===== config.mk =====
export PLATFORM = sky130hd
export DESIGN_NAME = up_counter
export DESIGN_NICKNAME = d
export VERILOG_FILES = /design/src/rtl/up_counter_pkg.sv /design/src/rtl/sat_counter.sv /design/src/rtl/up_counter.sv
export SDC_FILE = /design/constraint.sdc
export NUM_CORES = 1
export LEC_CHECK = 0
export BUFFER_PORTS_ARGS = -buffer_cell sky130_fd_sc_hd__buf_2
export CORE_AREA = 2 2 49 51
export CTS_CLUSTER_SIZE = 20
export DETAILED_ROUTE_END_ITERATION = 6
export DIE_AREA = 0 0 51 53
export GPL_ROUTABILITY_DRIVEN = 0
export GPL_TIMING_DRIVEN = 0
export PLACE_DENSITY = 0.71
export SYNTH_ARGS = -nofsm -noshare
export SYNTH_HDL_FRONTEND = slang
export SYNTH_HIERARCHICAL = 1
export SYNTH_SLANG_ARGS = --single-unit

===== constraint.sdc =====
create_clock -name clk -period 3.15 [get_ports clk]
set_input_delay 0.63 -clock clk [delete_from_list [all_inputs] [get_ports clk]]
set_output_delay 0.63 -clock clk [all_outputs]
set_load 0.03 [all_outputs]

===== src/rtl/up_counter_pkg.sv =====
// Shared types and default sizes for the up_counter block.
package up_counter_pkg;

  localparam int unsigned DefWidth = 4;
  localparam int unsigned DefWrapW = 8;

  typedef enum logic [1:0] {
    StIdle,
    StRun,
    StDone
  } state_e;

endpackage


===== src/rtl/sat_counter.sv =====
// Saturating event counter with synchronous clear; clear beats increment.
module sat_counter #(
  parameter int unsigned Width = 8
) (
  input  logic             clk_i,
  input  logic             rst_ni,
  input  logic             inc_i,
  input  logic             clr_i,
  output logic [Width-1:0] cnt_o
);

  logic [Width-1:0] cnt_q, cnt_d;

  // Next value: clear, else increment until all-ones, then hold.
  always_comb begin
    cnt_d = cnt_q;
    if (clr_i) begin
      cnt_d = '0;
    end else if (inc_i && (cnt_q != {Width{1'b1}})) begin
      cnt_d = cnt_q + Width'(1);
    end
  end

  // Counter register.
  always_ff @(posedge clk_i or negedge rst_ni) begin
    if (!rst_ni) begin
      cnt_q <= '0;
    end else begin
      cnt_q <= cnt_d;
    end
  end

  assign cnt_o = cnt_q;

endmodule


===== src/rtl/up_counter.sv =====
// Start/stop up counter with programmable terminal value, one-shot mode,
// synchronous load and a saturating count of terminal events.
module up_counter
  import up_counter_pkg::*;
#(
  parameter int unsigned WIDTH  = DefWidth,
  parameter int unsigned WRAP_W = DefWrapW
) (
  input  logic              clk,
  input  logic              rst,
  input  logic              start,
  input  logic              stop,
  input  logic              en,
  input  logic              oneshot,
  input  logic              load,
  input  logic [WIDTH-1:0]  load_val,
  input  logic [WIDTH-1:0]  mod_val,
  output logic [WIDTH-1:0]  count,
  output logic              tc,
  output logic              done,
  output logic              busy,
  output logic [WRAP_W-1:0] wrap_cnt
);

  state_e           state_q, state_d;
  logic [WIDTH-1:0] count_q, count_d;
  logic             tc_q, tc_d;
  logic             wrap_inc, wrap_clr;
  logic             at_term;

  // Anything at or above the terminal value counts as terminal, so a load or
  // a shrinking mod_val never lets the count climb past mod_val.
  assign at_term = (count_q >= mod_val);

  // Next-state, next-count and event decode; priority load > stop > start > count.
  always_comb begin
    state_d  = state_q;
    count_d  = count_q;
    tc_d     = 1'b0;
    wrap_inc = 1'b0;
    wrap_clr = 1'b0;
    if (load) begin
      count_d  = load_val;
      wrap_clr = 1'b1;
    end else if (stop) begin
      // No-op when already idle; start is suppressed on the same edge.
      state_d = StIdle;
    end else begin
      unique case (state_q)
        StIdle: begin
          if (start) begin
            state_d = StRun;
          end
        end
        StRun: begin
          if (en) begin
            if (at_term) begin
              tc_d     = 1'b1;
              wrap_inc = 1'b1;
              if (oneshot) begin
                state_d = StDone;
              end else begin
                count_d = '0;
              end
            end else begin
              count_d = count_q + WIDTH'(1);
            end
          end
        end
        StDone: begin
          if (start) begin
            state_d = StRun;
            count_d = '0;
          end
        end
        default: state_d = StIdle;
      endcase
    end
  end

  // State, count and terminal pulse registers.
  always_ff @(posedge clk or negedge rst) begin
    if (!rst) begin
      state_q <= StIdle;
      count_q <= '0;
      tc_q    <= 1'b0;
    end else begin
      state_q <= state_d;
      count_q <= count_d;
      tc_q    <= tc_d;
    end
  end

  sat_counter #(
    .Width(WRAP_W)
  ) u_wrap_cnt (
    .clk_i (clk),
    .rst_ni(rst),
    .inc_i (wrap_inc),
    .clr_i (wrap_clr),
    .cnt_o (wrap_cnt)
  );

  assign count = count_q;
  assign tc    = tc_q;
  assign done  = (state_q == StDone);
  assign busy  = (state_q == StRun);

endmodule


==> impl_results.html <==
<table>
<tr><th>Metric</th><th>Value</th></tr>
<tr><th colspan="2">Critical path</th></tr>
<tr><td>CP Capture Type</td><td>register</td></tr>
<tr><td>Required time of the worst setup path</td><td>3340 ps</td></tr>
<tr><td>Origin of the critical flop-to-flop path</td><td>count[0]</td></tr>
<tr><td>Crit path launch type</td><td>register</td></tr>
<tr><td>Worst R2R Setup Slack</td><td>810 ps</td></tr>
<tr><td>Critical path start-end classification</td><td>register to register</td></tr>
<tr><td>Crit path DAT</td><td>2530 ps</td></tr>
<tr><td>Terminus of the critical flop-to-flop path</td><td>u_wrap_cnt/cnt_o[7]</td></tr>
<tr><td>Crit path max fanout</td><td>9</td></tr>
<tr><td>Register-to-Register Path Depth</td><td>10</td></tr>
<tr><th colspan="2">STA</th></tr>
<tr><td>Number of endpoints with negative hold slack in the final report</td><td>0</td></tr>
<tr><td>Sum Neg Setup Slack</td><td>0 ps</td></tr>
<tr><td>Setup-violating endpoint count in the final report</td><td>0</td></tr>
<tr><td>Total count of max-transition violations in the final report</td><td>0</td></tr>
<tr><td>Worst Tran Pin Value</td><td>439 ps</td></tr>
<tr><td>Final critical delay including setup and external delays</td><td>2340 ps</td></tr>
<tr><td>Tightest slew margin relative to the limit</td><td>70.7%</td></tr>
<tr><td>Max Clock Skew</td><td>7.89 ps</td></tr>
<tr><td>Post-Route Hold Slack</td><td>237 ps</td></tr>
<tr><td>Unrepaired setup endpoints after global routing</td><td>no</td></tr>
<tr><td>Final critical-path share of the clock period</td><td>74.3%</td></tr>
<tr><td>Maximum achievable frequency</td><td>427 MHz</td></tr>
<tr><th colspan="2">Power and ir drop</th></tr>
<tr><td>Leakage</td><td>0.584 nW</td></tr>
<tr><td>Cell internal pwr</td><td>369 uW</td></tr>
<tr><td>Power share of the sequential group</td><td>41.0%</td></tr>
<tr><td>Worst vdd ir</td><td>0.364 mV</td></tr>
<tr><td>Clock power share</td><td>18.2%</td></tr>
<tr><td>Overall power after layout</td><td>624 uW</td></tr>
<tr><td>Power per Cell Area</td><td>519 nW/um2</td></tr>
<tr><td>Total net switching power</td><td>255 uW</td></tr>
<tr><td>Switching power as a share of total power</td><td>40.8%</td></tr>
<tr><td>Logic pwr share</td><td>40.8%</td></tr>
<tr><th colspan="2">Drt</th></tr>
<tr><td>Routed Antenna Nets</td><td>0</td></tr>
<tr><td>Vias per std cell</td><td>5.51</td></tr>
<tr><td>Number of iterations in the first detailed-routing pass</td><td>4</td></tr>
<tr><td>Routed vias</td><td>926</td></tr>
<tr><td>DR WL/cell</td><td>12.3 um</td></tr>
<tr><td>Detailed router's first-iteration violation count</td><td>17</td></tr>
<tr><td>Routed wire length</td><td>2070 um</td></tr>
<tr><td>Residual DRC count</td><td>0</td></tr>
<tr><th colspan="2">Outcome</th></tr>
<tr><td>Status</td><td>completed</td></tr>
<tr><th colspan="2">Die</th></tr>
<tr><td>Number of I/O pins</td><td>30</td></tr>
<tr><td>Die Wd</td><td>51 um</td></tr>
<tr><td>Initial Util</td><td>46.3%</td></tr>
<tr><td>Count of standard-cell rows</td><td>17</td></tr>
<tr><td>Core Box Area</td><td>2150 um2</td></tr>
<tr><td>Die ar.</td><td>2700 um2</td></tr>
<tr><td>Die Span Y</td><td>53 um</td></tr>
<tr><th colspan="2">Clocking</th></tr>
<tr><td># H-tree levels</td><td>1</td></tr>
<tr><td>Hold-fix buffers, CTS</td><td>0</td></tr>
<tr><td>Post-CTS setup-driven buffer insertion count</td><td>0</td></tr>
<tr><td>CTS Root Buffer Type</td><td>clkbuf_4</td></tr>
<tr><td>Clock tree from TritonCTS</td><td>done</td></tr>
<tr><td>Number of sinks driven by the clock tree</td><td>15</td></tr>
<tr><td>Clock buffer count from CTS</td><td>3</td></tr>
<tr><td>Resize count post-CTS</td><td>0</td></tr>
<tr><td>Clk slew on worst S/H paths</td><td>100 ps</td></tr>
<tr><td>Buffers from clock root to sink, at most</td><td>2</td></tr>
<tr><td>Source-to-sink clock delay at the later pin of the worst-skew pair</td><td>280 ps</td></tr>
<tr><th colspan="2">Final layout</th></tr>
<tr><td>Final #Nets</td><td>162</td></tr>
<tr><td>Signed area change from the synthesized netlist to the final layout</td><td>20.8%</td></tr>
<tr><td>Combined flip-flop and latch cell area</td><td>375 um2</td></tr>
<tr><td>Antenna diode instance count</td><td>0</td></tr>
<tr><td>Multi-input gate area</td><td>573 um2</td></tr>
<tr><td>Filler cell count in the final layout</td><td>218</td></tr>
<tr><td>Fraction of final layout cells sized beyond drive strength 1</td><td>31.4%</td></tr>
<tr><th colspan="2">Flow run</th></tr>
<tr><td>Max Cap Violations</td><td>0</td></tr>
<tr><th colspan="2">Synthesis</th></tr>
<tr><td>Synthesis warning total</td><td>6</td></tr>
<tr><td>Syn Nets</td><td>128</td></tr>
<tr><td>Seq/Total Area, Yosys</td><td>37.7%</td></tr>
<tr><td>Dominant synthesized flop cell</td><td>dfrtp_1</td></tr>
<tr><td>Total of flip-flops plus latches after synthesis</td><td>15</td></tr>
<tr><td>Post-synthesis cell area</td><td>995 um2</td></tr>
<tr><td>Post-Synthesis Cells</td><td>107</td></tr>
<tr><td>Post-synthesis area per instance</td><td>9.30 um2</td></tr>
<tr><td>Share of synthesized flip-flops with an asynchronous set or reset</td><td>100%</td></tr>
<tr><td>Number of distinct standard cells referenced by the synthesized netlist</td><td>41</td></tr>
<tr><td>EDFF count, synth</td><td>0</td></tr>
<tr><th colspan="2">Worst hold path</th></tr>
<tr><td>Hold Crit Class</td><td>input pin to asynchronous set/reset pin</td></tr>
<tr><th colspan="2">Global routing</th></tr>
<tr><td>Global-route wire length before repair</td><td>3750 um</td></tr>
<tr><td>Largest net degree at the start of global routing</td><td>16</td></tr>
<tr><td>Final global-route overflow total</td><td>0</td></tr>
<tr><td>Number of global-route vias before repair</td><td>869</td></tr>
<tr><td>Initial antenna violation count</td><td>0</td></tr>
<tr><td>GRT Overall Usage</td><td>18.4%</td></tr>
<tr><th colspan="2">Place</th></tr>
<tr><td>Half-perimeter wire length of the detailed placement result</td><td>1560 um</td></tr>
<tr><td>Port Buf Inserts</td><td>29</td></tr>
</table>
## routing by layer
metal	vias to the layer above	global-route usage [%]	part of all wire [%]
met5	-	0	0
met4	0	6.76	0.68
met3	2	2.54	3.1
met2	19	31.4	49
met1	440	23.8	47
li1	465	-	-
## per-stage QoR
step	cell area, um2	std cells	util (%)	setup slack, ps
3_5_place_dp	1170	164	54.7	557
5_1_grt	1200	168	55.9	596
6_report	1200	168	55.9	811
2_1_floorplan	995	107	-	828
4_1_cts	1200	168	55.9	811
3_3_place_gp	1170	164	54.7	610
## worst max-delay path: stages, from the launching register on
cell	delay [ps]
dfrtp_1	470
inv_1	80
ha_1	290
nor3b_2	50
o21ai_2	220
nand3_1	130
nor2_1	120
buf_2	200
nand3_1	150
or3_1	330
a211oi_1	220
## cells by family after synthesis
family / after synthesis / synth area share (%)
multiplexers: 3 / 3.27
AND/OR/NAND/NOR: 45 / 26.8
AO/OA/AOI/OAI: 27 / 20.0
flip-flops: 15 / 37.7
adder cells (fa/ha/maj): 6 / 7.55
buffers and inverters: 11 / 4.65
## power by group through the flow
| stage | logic, mW | clock network, mW | registers (mW) |
|---|---|---|---|
| 2_1_floorplan | 0.148 | 0 | 0.293 |
| 3_3_place_gp | 0.247 | 0 | 0.258 |
| 3_5_place_dp | 0.256 | 0 | 0.259 |
| 4_1_cts | 0.257 | 0.118 | 0.255 |
| 5_1_grt | 0.288 | 0.126 | 0.261 |
| 6_report | 0.254 | 0.114 | 0.256 |
## layout by cell type, fill, tap and decap left out, drive strengths merged
cell / Yosys / final
buf: 2 / 31
inv: 8 / 8
and2b: 1 / 1
nand2b: 4 / 4
o31ai: 1 / 1
nor3: 5 / 5
mux2i: 1 / 1
nor2b: 7 / 7
a221oi: 1 / 1
clkbuf: 1 / 5
a21boi: 1 / 1
a211oi: 1 / 1
nor2: 5 / 5
a2111oi: 1 / 1
and4: 2 / 2
a41oi: 2 / 2
a31oi: 1 / 1
nand4: 1 / 1
dfrtp: 15 / 15
o211ai: 2 / 2
or3: 2 / 2
o21a: 1 / 1
a2bb2oi: 1 / 1
nand3: 6 / 6
mux2: 2 / 2
nor3b: 2 / 2
nor4: 2 / 2
and3: 2 / 2
o21ai: 7 / 7
a22o: 2 / 2
nand2: 6 / 6
ha: 6 / 6
a21oi: 5 / 5
a221o: 1 / 1
## synth_stat cells, types with 2 or more instances
cell type,number,share of area [%]
a21oi_1,5,2.5
a22o_1,2,1.8
and3_1,2,1.3
dfrtp_1,15,38
ha_1,6,7.5
inv_1,8,3.0
mux2_2,2,2.3
nand2_1,6,2.3
nand2b_1,4,2.5
nand3_1,5,2.5
nor2_1,5,1.9
nor2b_1,7,4.4
nor3_1,5,2.5
nor4_1,2,1.3
o211ai_1,2,1.5
o21ai_0,6,3.0
## worst max path at each step
| stage | from | end | slack (ps) |
|---|---|---|---|
| after global placement | mod_val[3] | u_wrap_cnt/cnt_o[7] | 610 |
| after floorplan | mod_val[3] | u_wrap_cnt/cnt_o[7] | 830 |
| after CTS | count[0] | u_wrap_cnt/cnt_o[7] | 810 |
| after detailed placement | mod_val[3] | u_wrap_cnt/cnt_o[7] | 560 |
| after global routing | count[0] | u_wrap_cnt/cnt_o[5] | 600 |
| final | count[0] | u_wrap_cnt/cnt_o[7] | 810 |
## final cells by class
cell class	instances	area share, %
multi-input combinational	81	47.7
inverter	8	2.50
clock buffer	4	2.19
sequential	15	31.3
tap	28	2.92
timing repair buffer	29	12.1
buffer	3	1.35
## sequential cells by signal, summed over array words and instances, names as in the netlist
| register | flops |
|---|---|
| tc | 1 |
| count | 4 |
| u_wrap_cnt/cnt_o | 8 |
| state_q | 2 |
Power figures use the tool's default switching activity.
